===== config.mk =====
export PLATFORM = sky130hd
export DESIGN_NAME = cavlc_run_before
export DESIGN_NICKNAME = d
export VERILOG_FILES = /design/src/rtl/cavlc_run_before.sv
export SDC_FILE = /design/constraint.sdc
export NUM_CORES = 1
export LEC_CHECK = 0
export CAP_MARGIN = 20
export CORE_MARGIN = 2
export CORE_UTILIZATION = 39
export CTS_CLUSTER_DIAMETER = 150
export CTS_CLUSTER_SIZE = 10
export DETAILED_ROUTE_END_ITERATION = 6
export DONT_BUFFER_PORTS = 1
export GPL_ROUTABILITY_DRIVEN = 0
export SYNTH_ARGS = -nofsm -noshare
export SYNTH_HDL_FRONTEND = slang
export SYNTH_SLANG_ARGS = --single-unit

===== constraint.sdc =====
create_clock -name clk -period 2.3 [get_ports clk]
set_input_delay 0.46 -clock clk [delete_from_list [all_inputs] [get_ports clk]]
set_output_delay 0.46 -clock clk [all_outputs]
set_load 0.03 [all_outputs]

===== src/rtl/cavlc_run_before.sv =====
// cavlc_run_before: walks one captured 4x4 coefficient block from the highest
// nonzero position downwards and emits one run_before symbol per coded
// coefficient. It stops when the zero budget is spent or the scan runs off
// position 0.
module cavlc_run_before (
  input  logic         clk,
  input  logic         rst,
  input  logic         start,
  input  logic [239:0] coef_blk,
  input  logic [3:0]   total_zeros_in,
  output logic         busy,
  output logic         run_valid,
  input  logic         run_ready,
  output logic [3:0]   run_before,
  output logic [3:0]   zeros_left,
  output logic         done
);

  typedef enum logic [1:0] {
    S_IDLE,
    S_SCAN,
    S_EMIT,
    S_DONE
  } state_t;

  state_t       r_state;
  logic [239:0] r_coef;
  logic [3:0]   r_zl;
  logic [3:0]   r_run;
  logic [3:0]   r_ptr;

  logic [15:0]       w_in_nz;
  logic [15:0]       w_reg_nz;
  logic [3:0]        w_hi_pos;
  logic              w_any_nz;
  logic signed [4:0] w_q;
  logic              w_q_below;
  logic [3:0]        w_zl_next;

  // Per-position nonzero flags for the live input and for the captured block.
  always_comb begin
    for (int k = 0; k < 16; k++) begin
      w_in_nz[k]  = (coef_blk[15*k +: 15] != 15'd0);
      w_reg_nz[k] = (r_coef[15*k +: 15] != 15'd0);
    end
  end

  // Highest nonzero position of the input block; the ascending loop lets the
  // highest hit win.
  // NOTE: every always_comb output gets a default first, so no path can
  // leave it unassigned and infer a latch.
  always_comb begin
    w_hi_pos = 4'd0;
    w_any_nz = 1'b0;
    for (int k = 0; k < 16; k++) begin
      if (w_in_nz[k]) begin
        w_hi_pos = 4'(k);
        w_any_nz = 1'b1;
      end
    end
  end

  // The scan position q is always ptr-1-run. It is kept 5 bits signed so
  // that position 0 and "below 0" stay distinct. In EMIT it still points at
  // the nonzero coefficient that ends the current run.
  assign w_q       = $signed({1'b0, r_ptr}) - $signed({1'b0, r_run}) - 5'sd1;
  assign w_q_below = w_q[4];

  // Remaining zeros after this symbol, saturating at 0 for inconsistent input.
  assign w_zl_next = (r_zl > r_run) ? (r_zl - r_run) : 4'd0;

  // Control FSM and datapath registers. A synchronous reset overrides
  // everything else, including a pending symbol.
  // NOTE: state registers use non-blocking assignments only. All flops update
  // together from the pre-edge values, which is what the w_q arithmetic relies
  // on.
  always_ff @(posedge clk) begin
    if (rst) begin
      r_state <= S_IDLE;
      r_coef  <= '0;
      r_zl    <= '0;
      r_run   <= '0;
      r_ptr   <= '0;
    end else begin
      case (r_state)
        S_IDLE: begin
          if (start) begin
            r_coef <= coef_blk;
            r_zl   <= total_zeros_in;
            r_run  <= '0;
            r_ptr  <= w_hi_pos;
            if (!w_any_nz || (total_zeros_in == 4'd0)) r_state <= S_DONE;
            else                                       r_state <= S_SCAN;
          end
        end
        S_SCAN: begin
          if (w_q_below)                 r_state <= S_DONE;
          else if (!w_reg_nz[w_q[3:0]]) r_run   <= r_run + 4'd1;
          else                           r_state <= S_EMIT;
        end
        S_EMIT: begin
          if (run_ready) begin
            r_zl    <= w_zl_next;
            r_ptr   <= w_q[3:0];
            r_run   <= '0;
            r_state <= (w_zl_next == 4'd0) ? S_DONE : S_SCAN;
          end
        end
        S_DONE:  r_state <= S_IDLE;
        default: r_state <= S_IDLE;
      endcase
    end
  end

  // Outputs decode straight from registered state. The symbol fields are
  // forced to 0 whenever no symbol is presented.
  assign busy       = (r_state != S_IDLE);
  assign run_valid  = (r_state == S_EMIT);
  assign run_before = run_valid ? r_run : 4'd0;
  assign zeros_left = run_valid ? r_zl  : 4'd0;
  assign done       = (r_state == S_DONE);

endmodule


# After elaboration in Yosys (flattened, before gate mapping)
# Cells that the tools add are included.
# Widths: inputs -> output; s select.
# word_totals
elab_cells	117
rom_bits	0
inputBits	248
memories	0
reg_bits	254
latchBits	0
mem_bits_rw	0
# classes
mul	0
n_div	0
eq_ne	8
n_bitwise	0
reduce_logical	44
n_addsub	4
shifts	0
n_lt_le_gt_ge	2
n_mux	54
# ops
cell	count
$reduce_bool 15->1	32
$mux 4	25
$mux 1	18
$pmux 4 s2	2
$mux 2	6
$pmux 4 s3	1
$logic_not 4->1	2
$pmux 2 s4	1
$ne 2x2->1 const B	3
$reduce_and 3->1	2
$lt 4x5->1 const B	1
$reduce_and 5->1	1
$sub 4x4->5	1
$sub 5x2->5 const B	1
$add 4x1->4 const B	1
$bmux 1 s4	1
$eq 2x2->1 const B	2
$gt 4x4->1	1
$reduce_bool 2->1	2
$sub 4x4->4	1
$ne 3x3->1 const B	1
$reduce_bool 3->1	1
$eq 2x1->1 const B	1
$logic_not 2->1	1
other kinds (4)	4

# Logic depth before layout (Yosys ltp)
# Gate-level depths: netlist of the first run.
# logic_depth
word_depth	22
mapped_depth	11

# Least setup slack after synthesis of the first run
# Ideal clock, no wire load.
# synth_timing
path_type	reg-to-reg
start	register r_run[0]
end	register r_run[2]
arrival_time_ns	2.289
path_stages_with_launch	10
synth_period_minus_slack_ns	2.358
path_slack_ns	-0.058
setup_time_ns	0.070
cell_sequence	dfxtp_1 inv_1 ha_1 inv_1 fa_1 xor2_2 mux4_2 mux2i_4 or4_1 a21oi_1
# synth_between
elab_chain_len	6
word_cells_on_any_way	11
classes_between	3 x add/sub; 2 x eq/ne; 5 x mux; 1 x reduce/logical
# synth_rtl
item	line_no	text
start, declared	29	logic [3:0] r_run;
start signal, assigned	98	else if (!w_reg_nz[w_q[3:0]]) r_run <= r_run + 4'd1;
$sub 4x4->5	66	assign w_q = $signed({1'b0, r_ptr}) - $signed({1'b0, r_run}) - 5'sd1;
$sub 5x2->5	66	
$bmux 1 s4	98	
$mux 1 (implied by the code)	98	
$ne 2x2->1 (no source line)	n/a	
$reduce_and 5->1 (no source line)	n/a	
# Parallel ways exist; a longest one is shown, timed or not. The select of a mux whose other input is x is not followed.
# A chain may end at the register's enable or synchronous reset.

# Final worst setup path of the first run
# layout_timing
start	register r_run[0]
end	register r_run[3]
# Same word-level chain as after synthesis.

==> results.md, run 1 <==
* Status: complete, but fails checks
* Failing checks: design-rule violations, negative setup slack
* Setup Skew at 0.01886 ns
* Yosys top cell area share at 0.4888
* Drt via density at 5.454
* Io pins at 259
* Grt ovf at 0
* Reg-to-Reg End: r_run[3]$_SDFFE_PP0P_
* Fillers at 2695
* CTS buffer count at 29
* Unrepaired setup endpoints after global routing: true
* Worst-margin pin slew at 0.7371 ns
* CP Launch Type: flip-flop
* Mapped Area at 10400 µm²
* Hold Crit Class: primary input to flip-flop
* Area contributors post-synth: dfxtp_1 (49%), nand2_1 (18%), a21oi_1 (12%)
* H-tree lvl count at 1
* I/O Buffers at 0
* Synth Instances at 1366
* Final Setup Violations at 5
* Distinct cell type count after synthesis at 45
* Ys flop type: dfxtp_1
* DR DRC count at 12
* Origin of the critical flop-to-flop path: r_run[0]$_SDFFE_PP0P_
* Final ANT Viol Nets at 0
* Seq cells post-synth at 254
* Final Hold Fails at 0
* DPL Wire Length at 20700 µm
* Crit path DAT at 2.87 ns
* Ys async rst share at 0
* Setup WS pre-CTS at -0.1968 ns
* Core area at 26130 µm²
* Syn_nets at 1625
* Post-synth EDFFs at 0
* CTS root buf: clkbuf_16
* First-pass GRT wire length at 46060 µm
* Lkg Pwr at 0.004231 µW
* CTS sink cnt at 254
* Final wirelength at 29510 µm
* CP endpoint: r_run[3]$_SDFFE_PP0P_
* Sequential area share after synthesis at 0.4888
* Slew margin rel. at 0.5086
* Die width at 167.3 µm
* Starting Density at 0.3981
* Fin nets at 1623
* Synth Area per Inst at 7.616 µm²
* Final worst slack at -0.09762 ns
* Standard-cell rows at 59
* Critical path class: flip-flop to flip-flop
* Worst-Skew Late Latency at 0.54 ns
* TritonCTS clock tree: done
* Area leader, netlist: dfxtp_1
* Area of the multi-input gates at 5082 µm²
* Reg2Reg Depth at 10
* DIE AREA at 28000 µm²
* Worst VDD drop at 0.0006928 V
* Worst Setup SP: r_run[0]$_SDFFE_PP0P_
* Gr usage total at 0.2017
* Number of antenna diodes at 0
* Required time of the critical path at 2.77 ns
* Pin count of the biggest net entering global routing at 193
* Layout area overhead at 14.31%
* Sequential Area at 5087 µm²
* Reg2reg setup slack at -0.1 ns
* Crit path capture type: flip-flop
* Final period util at 1.042
* Post-layout minimum cycle time at 2.398 ns
* Initial antenna violation count at 0
* Fraction of layout cells with a size suffix above 1 at 0.08431
* Initial DRC Count at 589
* Vias at 9267
* P per Cell Area at 1144 nW/µm²
* Clock slew seen by the registers of the worst setup and hold paths at 0.06 ns
* Overall power at 13600 µW
* Slew Viols, Final at 0
* Router iterations before antenna repair at 6
* Highest Clock Rate at 0.4171 GHz
* Routed wire per std cell at 17.37 µm
* Maximum capacitance violations at 0
* Vias in the first global route at 8956
* Die Ht at 167.3 µm
* Crit path max fanout at 5
* Synth warn at 0
* CTS Buffer Depth at 3
layout make-up:
type | count | share of cell area
Multi-Input combinational cell | 1014 | 0.4274
Clock buffer | 29 | 0.06102
Timing Repair Buffer | 52 | 0.04271
Tap cell | 335 | 0.03524
Clock inverter | 2 | 0.001473
Sequential cell | 254 | 0.4278
Inverter | 13 | 0.004419
metrics by stage:
step	cells	util	instance area [µm²]	hold WS, ns	setup TNS, ns
6_report	1699	0.4551	11890	0.04408	-0.3625
3_3_place_gp	1664	0.4198	10970	0.4373	-0.5642
3_5_place_dp	1664	0.4198	10970	0.4422	-0.7855
5_1_grt	1699	0.4551	11890	0.02130	-0.8293
2_1_floorplan	1366	-	10410	0.4262	0
4_1_cts	1699	0.4535	11850	0.01464	-0.3181
power breakdown:
group	total, µW	switching, µW	leakage, µW	internal [µW]
Sequential	5600	421	0.00208	5180
Clock	3920	1710	0.000366	2210
Combinational	4080	2460	0.00178	1620
Total	13600	4590	0.00423	9010
what timing repair did:
item,in CTS,in global routing
resized for setup,20,8
hold buffers,1,0
pin swaps,8,6
endpoints found under the setup margin,9,7
buffers inserted,2,0
endpoints found under the hold margin,56,0
cloned,1,0
worst min-delay path by stage:
| stage | from | endpoint | slack, ns | cells after the start |
|---|---|---|---|---|
| floorplan | r_ptr[3]$_SDFFE_PP0P_ | r_ptr[3]$_SDFFE_PP0P_ | 0.43 | 2 |
| global route | rst | r_state[0]$_SDFFE_PP0P_ | 0.02 | 1 |
| CTS | rst | r_coef[81]$_SDFFE_PP0P_ | 0.01 | 1 |
| finish | coef_blk[111] | r_coef[111]$_SDFFE_PP0P_ | 0.04 | 2 |
| detailed placement | r_coef[98]$_SDFFE_PP0P_ | r_coef[98]$_SDFFE_PP0P_ | 0.44 | 2 |
| global placement | r_coef[94]$_SDFFE_PP0P_ | r_coef[94]$_SDFFE_PP0P_ | 0.44 | 2 |
cells in the mapped netlist (all sizes together), types with 4 or more instances:
library cell,instances
nor3,17
nand4,33
ha,9
a21oi,253
nor4b,8
o31ai,4
nand2,508
a21o,4
o21ai,8
clkbuf,82
nor4,107
inv,13
dfxtp,254
nor2,19
and2,5
mux2i,5
critical path, cell delays in order, from the launching register on:
cell and delay, ns:
dfxtp_2 0.32, inv_2 0.07, ha_4 0.14, inv_2 0.04
fa_2 0.38, xor2_4 0.21, mux4_2 0.57, mux2i_4 0.23
buf_6 0.16, o31ai_4 0.06, a21oi_2 0.15
kinds of logic (layout without fill, tap and decap cells):
kind of cell,Yosys count,in the layout,share of synthesized area
xor+xnor,4,4,0.004090
mux,7,7,0.01034
simple gates,710,710,0.3044
buf+inv,98,96,0.03608
fa+ha+maj,11,11,0.01467
flops,254,254,0.4888
compound gates,282,282,0.1417
layer usage:
layer  share of wire  GRT usage  vias to the layer above
met4           0.027    0.05936                        0
met2            0.48     0.3444                      261
met3           0.078    0.05720                       45
met5               0          0                        -
met1            0.42     0.2483                     4267
li1                -          -                     4694
cells in the final DEF (no fill, tap or decap), types with 4 or more instances in the layout:
cell type  Yosys  layout
dfxtp_1      254     252
o21ai_0        8       7
ha_1           9       8
buf_12         0       9
nor3_1        17      17
clkbuf_16      0      29
a21o_1         4       4
nor4_1       106     103
inv_1         13      10
nand4_1       33      33
buf_4          0      40
mux2i_1        4       4
nor2_1        19      18
nor4b_4        1       4
nand2_1      508     504
nor4_2         1       4
a21oi_1      253     252
and2_1         5       4
state kept, by name (all words and copies together) (netlist names):
signal / cells
r_run: 4
r_state: 2
r_ptr: 4
r_coef: 240
r_zl: 4
No activity file was read; power rests on OpenSTA's default activity.
==> inputs of run 2 (changes only) <==
--- a/config.mk
+++ b/config.mk
@@ -6,7 +6,6 @@
 export NUM_CORES = 1
 export LEC_CHECK = 0
 export CAP_MARGIN = 20
-export CORE_MARGIN = 2
 export CORE_UTILIZATION = 39
 export CTS_CLUSTER_DIAMETER = 150
 export CTS_CLUSTER_SIZE = 10
==> results.md, run 2 (same netlist as run 1, synthesis figures left out) <==
* Status: complete, but fails checks (unchanged)
* Failing checks: design-rule violations, negative setup slack (unchanged)
* Layout area overhead at 14.32% (was 14.31%)
* Io pins at 259 (unchanged)
* Setup TNS at -0.3915 ns (was -0.3625 ns)
* Pin count of the biggest net entering global routing at 164 (was 193)
* DR DRC count at 28 (was 12)
* Required time of the critical path at 2.78 ns (was 2.77 ns)
* Area of the multi-input gates at 5066 µm² (was 5082 µm²)
* CTS root buf: clkbuf_16 (unchanged)
* I/O Buffers at 0 (unchanged)
* First-pass GRT wire length at 44850 µm (was 46060 µm)
* DPL Wire Length at 20380 µm (was 20700 µm)
* Setup Skew at 0.01600 ns (was 0.01886 ns)
* Most common cell after layout, fill and taps aside: nand2_1 (unchanged)
* Number of buffers and inverters on the critical path at 3 (unchanged)
* Worst VDD drop at 0.0006257 V (was 0.0006928 V)
* Gr usage total at 0.2065 (was 0.2017)
* Commonest cells after routing, fill and taps aside: nand2_1 (506), a21oi_1 (252), dfxtp_1 (252), nor4_1 (106), buf_4 (45) (was nand2_1 (504), a21oi_1 (252), dfxtp_1 (252), nor4_1 (103), buf_4 (40))
* Vias in the first global route at 8870 (was 8956)
* CTS Buffer Depth at 3 (unchanged)
* Final Setup Violations at 6 (was 5)
* Slew Viols, Final at 0 (unchanged)
* Final worst slack at -0.09589 ns (was -0.09762 ns)
* Crit path max fanout at 5 (unchanged)
* Final wirelength at 29090 µm (was 29510 µm)
* Final Hold Fails at 0 (unchanged)
* Crit path capture type: flip-flop (unchanged)
* Setup WS pre-CTS at -0.1873 ns (was -0.1968 ns)
* Post-layout minimum cycle time at 2.396 ns (was 2.398 ns)
* Unrepaired setup endpoints after global routing: true (unchanged)
* Reg2reg setup slack at -0.1 ns (about the same)
* CTS buffer count at 29 (unchanged)
* Router iterations before antenna repair at 7 (was 6)
* Worst-Skew Late Latency at 0.55 ns (was 0.54 ns)
* Fillers at 2656 (was 2695)
* Final ANT Viol Nets at 0 (unchanged)
* CP most frequent cell: inv_2 (unchanged)
* Vias at 9373 (was 9267)
* Worst path max stage delay at 0.58 ns (was 0.57 ns)
* H-tree lvl count at 1 (unchanged)
* CP max stage cell: mux4_2 (unchanged)
* Worst path cell trace: inv_2, ha_4, inv_2, fa_2, xor2_4, mux4_2, mux2i_4, buf_6, o31ai_1, a21oi_1 (was inv_2, ha_4, inv_2, fa_2, xor2_4, mux4_2, mux2i_4, buf_6, o31ai_4, a21oi_2)
* Hold Crit Class: primary input to flip-flop (unchanged)
* Worst-margin pin slew at 0.9810 ns (was 0.7371 ns)
* Clock slew seen by the registers of the worst setup and hold paths at 0.06 ns (about the same)
* Cell total after placement at 1667 (was 1664)
* Highest Clock Rate at 0.4174 GHz (was 0.4171 GHz)
* Core area at 26130 µm² (unchanged)
* CTS sink cnt at 254 (unchanged)
* Initial antenna violation count at 0 (unchanged)
* Final Cell Area at 11890 µm² (about the same)
* Sequential Area at 5087 µm² (unchanged)
* DIE AREA at 27330 µm² (was 28000 µm²)
* Maximum capacitance violations at 0 (unchanged)
* Placed cell areas at 10970 µm² (about the same)
* Slew margin rel. at 0.3410 (was 0.5086)
* Initial DRC Count at 704 (was 589)
* Number of antenna diodes at 0 (unchanged)
* Fraction of layout cells with a size suffix above 1 at 0.08266 (was 0.08431)
* TritonCTS clock tree: done (unchanged)
* CP Launch Type: flip-flop (unchanged)
* Standard-cell rows at 59 (unchanged)
* Final period util at 1.042 (about the same)
* Max reg flops at 240 (unchanged)
* Fin nets at 1626 (was 1623)
* Die Ht at 165.3 µm (was 167.3 µm)
* Biggest register: r_coef (unchanged)
* Post-Layout Cell Count at 1702 (was 1699)
* Lkg Pwr at 0.004266 µW (was 0.004231 µW)
* Drt via density at 5.507 (was 5.454)
* Critical path class: flip-flop to flip-flop (unchanged)
* Delay-heaviest family, CP: multiplexers (unchanged)
* P per Cell Area at 1149 nW/µm² (was 1144 nW/µm²)
* Starting Density at 0.3981 (unchanged)
* Grt ovf at 0 (unchanged)
* Die width at 165.3 µm (was 167.3 µm)
* Crit path DAT at 2.88 ns (was 2.87 ns)
* Routed wire per std cell at 17.09 µm (was 17.37 µm)
==> run 2: cell types whose count changed in the layout (fill, tap and decap cells not counted), moves of 2 or more <==
cell     change
buf_12       -3
buf_4        +5
nand2_1      +2
nand2_2      -2
nor4_1       +3
nor4_2       -3
==> run 2: through the flow <==
step                hold slack (ns)  power [µW]  utilization
floorplan                    0.4262        8437            -
global placement             0.4371        9559       0.4197
finish                      0.03963       13660       0.4551
CTS                         0.01287       13710       0.4522
detailed placement           0.4420        9615       0.4197
global route                0.02320       14530       0.4551
==> run 2: routing by layer <==
| layer | track usage | share of wire | vias to the layer above |
|---|---|---|---|
| li1 | - | - | 4700 |
| met1 | 0.2623 | 0.43 | 4346 |
| met2 | 0.3437 | 0.47 | 274 |
| met3 | 0.04570 | 0.065 | 53 |
| met4 | 0.07149 | 0.033 | 0 |
| met5 | 0 | 0 | - |
==> run 2: worst paths after layout <==
path,start,cells past startpoint,to
hold / removal,coef_blk[78],2,r_coef[78]$_SDFFE_PP0P_
setup / recovery,r_run[0]$_SDFFE_PP0P_,10,r_run[2]$_SDFFE_PP0P_
setup reg to reg,r_run[0]$_SDFFE_PP0P_,10,r_run[2]$_SDFFE_PP0P_
hold reg to reg,r_coef[116]$_SDFFE_PP0P_,2,r_coef[116]$_SDFFE_PP0P_
==> run 2: repair_timing <==
action / CTS / global route
setup endpoints to repair: 8 / 6
gates resized for setup: 12 / 13
setup buffers: 1 / 1
hold buffers: 2 / 0
hold endpoints to repair: 83 / 0
pin swaps: 5 / 4
==> run 2: final cells by class <==
type,instances,area share
Tap cell,335,0.03524
Clock buffer,29,0.06101
Multi-Input combinational cell,1014,0.4259
Timing Repair Buffer,55,0.04355
Inverter,13,0.004103
Clock inverter,2,0.002420
Sequential cell,254,0.4277
==> run 2: power breakdown <==
part / internal, µW / total, µW / leakage (µW) / switching [µW]
Combinational: 1680 / 4150 / 0.00181 / 2470
Clock: 2220 / 3920 / 0.000371 / 1700
Sequential: 5180 / 5590 / 0.00208 / 417
==> inputs of run 3 (changes only) <==
--- a/config.mk
+++ b/config.mk
@@ -12,6 +12,7 @@
 export DETAILED_ROUTE_END_ITERATION = 6
 export DONT_BUFFER_PORTS = 1
 export GPL_ROUTABILITY_DRIVEN = 0
+export SKIP_LAST_GASP = 1
 export SYNTH_ARGS = -nofsm -noshare
 export SYNTH_HDL_FRONTEND = slang
 export SYNTH_SLANG_ARGS = --single-unit
==> results.md, run 3 (same netlist as run 1, synthesis figures left out) <==
* Unrepaired setup endpoints after global routing: true (unchanged)
* Highest Clock Rate at 0.4174 GHz (unchanged)
* Post-layout minimum cycle time at 2.396 ns (unchanged)
* Core area at 26130 µm² (unchanged)
* Critical path class: flip-flop to flip-flop (unchanged)
* Final worst slack at -0.09589 ns (unchanged)
* Worst-margin pin slew at 0.9810 ns (unchanged)
* Final wirelength at 29090 µm (unchanged)
* Post-Layout Cell Count at 1702 (unchanged)
* Slew margin rel. at 0.3410 (unchanged)
* Crit path max fanout at 5 (unchanged)
* Gr usage total at 0.2065 (unchanged)
* Starting Density at 0.3981 (unchanged)
* TritonCTS clock tree: done (unchanged)
* Reg2Reg Depth at 10 (unchanged)
* Worst VDD drop at 0.0006257 V (unchanged)
* Hold path depth at 2 (unchanged)
* Required time of the critical path at 2.78 ns (about the same)
* Setup WS pre-CTS at -0.1873 ns (unchanged)
* Clock slew seen by the registers of the worst setup and hold paths at 0.06 ns (about the same)
* Reg2reg setup slack at -0.1 ns (about the same)
* Reg-to-Reg End: r_run[2]$_SDFFE_PP0P_ (unchanged)
* Crit path DAT at 2.88 ns (about the same)
* First-pass GRT wire length at 44850 µm (unchanged)
* M1 wire length at 12620 µm (unchanged)
* Die Ht at 165.3 µm (unchanged)
* WHS at 0.03963 ns (unchanged)
* Overall power at 13660 µW (unchanged)
* Final Hold Fails at 0 (unchanged)
* Lkg Pwr at 0.004266 µW (unchanged)
* Hold Crit Class: primary input to flip-flop (unchanged)
* Most common cell after layout, fill and taps aside: nand2_1 (unchanged)
* Routed wire per std cell at 17.09 µm (unchanged)
* Commonest cells after routing, fill and taps aside: nand2_1 (506), a21oi_1 (252), dfxtp_1 (252), nor4_1 (106), buf_4 (45) (unchanged)
* Met2 WL at 13630 µm (unchanged)
* H-tree lvl count at 1 (unchanged)
* Worst path cell trace: inv_2, ha_4, inv_2, fa_2, xor2_4, mux4_2, mux2i_4, buf_6, o31ai_1, a21oi_1 (unchanged)
* Layout area overhead at 14.32% (unchanged)
* Fin nets at 1626 (unchanged)
* Initial DRC Count at 704 (unchanged)
* Worst Min Path Start: coef_blk[78] (unchanged)
* DIE AREA at 27330 µm² (unchanged)
* Cell total after placement at 1667 (unchanged)
* Vias at 9373 (unchanged)
* Die width at 165.3 µm (unchanged)
* Number of antenna diodes at 0 (unchanged)
* Biggest register: r_coef (unchanged)
* Final Setup Violations at 6 (unchanged)
* Final ANT Viol Nets at 0 (unchanged)
* CTS buffer count at 29 (unchanged)
* Origin of the critical flop-to-flop path: r_run[0]$_SDFFE_PP0P_ (unchanged)
* CP most frequent cell: inv_2 (unchanged)
* Vias in the first global route at 8870 (unchanged)
* CTS sink cnt at 254 (unchanged)
* Worst-Skew Late Latency at 0.55 ns (about the same)
* Hold EP: r_coef[78]$_SDFFE_PP0P_ (unchanged)
* Setup Skew at 0.01600 ns (unchanged)
* Grt ovf at 0 (unchanged)
* Router iterations before antenna repair at 7 (unchanged)
* Slew Viols, Final at 0 (unchanged)
* Drt via density at 5.507 (unchanged)
* Met3 WL post-DR at 1877 µm (unchanged)
* CP Launch Type: flip-flop (unchanged)
* Io pins at 259 (unchanged)
* Worst path max stage delay at 0.58 ns (about the same)
* Fraction of layout cells with a size suffix above 1 at 0.08266 (unchanged)
* Status: complete, but fails checks (unchanged)
* Setup TNS at -0.3915 ns (unchanged)
* P per Cell Area at 1149 nW/µm² (unchanged)
* Final period util at 1.042 (unchanged)
* Failing checks: design-rule violations, negative setup slack (unchanged)
* I/O Buffers at 0 (unchanged)
* Pin count of the biggest net entering global routing at 164 (unchanged)
* Crit path capture type: flip-flop (unchanged)
* DR DRC count at 28 (unchanged)
* Max reg flops at 240 (unchanged)
* CP max stage cell: mux4_2 (unchanged)
* DPL Wire Length at 20380 µm (unchanged)
* Worst Setup SP: r_run[0]$_SDFFE_PP0P_ (unchanged)
* Initial antenna violation count at 0 (unchanged)
* CTS root buf: clkbuf_16 (unchanged)
* CTS Buffer Depth at 3 (unchanged)
* Highest routed layer: met4 (unchanged)
* Maximum capacitance violations at 0 (unchanged)
* Standard-cell rows at 59 (unchanged)
-- run 3: cell counts in the layout (fill, tap and decap cells not counted) --
Identical to the previous run, type by type.
-- run 3: worst max path at each step --
stage	endpoint	slack, ns	cells after the start
after global routing	r_run[3]$_SDFFE_PP0P_	-0.19	10
after global placement	r_run[2]$_SDFFE_PP0P_	-0.16	10
final	r_run[2]$_SDFFE_PP0P_	-0.1	10
after floorplan	r_run[2]$_SDFFE_PP0P_	0.005	9
after CTS	r_run[3]$_SDFFE_PP0P_	-0.11	10
after detailed placement	r_run[3]$_SDFFE_PP0P_	-0.19	10
-- run 3: critical path, delay by kind of cell (launching register included) --
kind,cells,cell delay (ns)
fa+ha+maj,2,0.51
buf+inv,3,0.24
compound gates,2,0.19
flops,1,0.32
mux,2,0.83
xor+xnor,1,0.23
-- run 3: per-stage QoR --
step                utilization  area [µm²]
finish                   0.4551       11890
global placement         0.4197       10970
global route             0.4551       11890
detailed placement       0.4197       10970
CTS                      0.4522       11820
floorplan                     -       10410
-- run 3: report_power, final --
part,internal [µW],switching [µW],leakage [µW],total (µW)
clock network,2220,1700,0.000371,3920
registers,5180,417,0.00208,5590
logic,1680,2470,0.00181,4150
-- run 3: repair_timing --
action / 4_1_cts / 5_1_grt
resized for setup: 12 / 13
hold endpoints to repair: 83 / 0
hold buffers: 2 / 0
setup buffers: 1 / 1
pin swaps: 5 / 4
setup endpoints to repair: 8 / 6
-- run 3: layout make-up --
type / instances / area (µm²)
multi-input combinational: 1014 / 5066
clock buffer: 29 / 725.7
sequential: 254 / 5087
timing repair buffer: 55 / 518.0
clock inverter: 2 / 28.78
fill: 2656 / 14240
tap: 335 / 419.2
inverter: 13 / 48.80
-- run 3: layer usage --
| layer | global-route usage | up-vias |
|---|---|---|
| met4 | 0.07149 | 0 |
| met1 | 0.2623 | 4346 |
| li1 | - | 4700 |
| met3 | 0.04570 | 53 |
| met2 | 0.3437 | 274 |
| met5 | 0 | - |
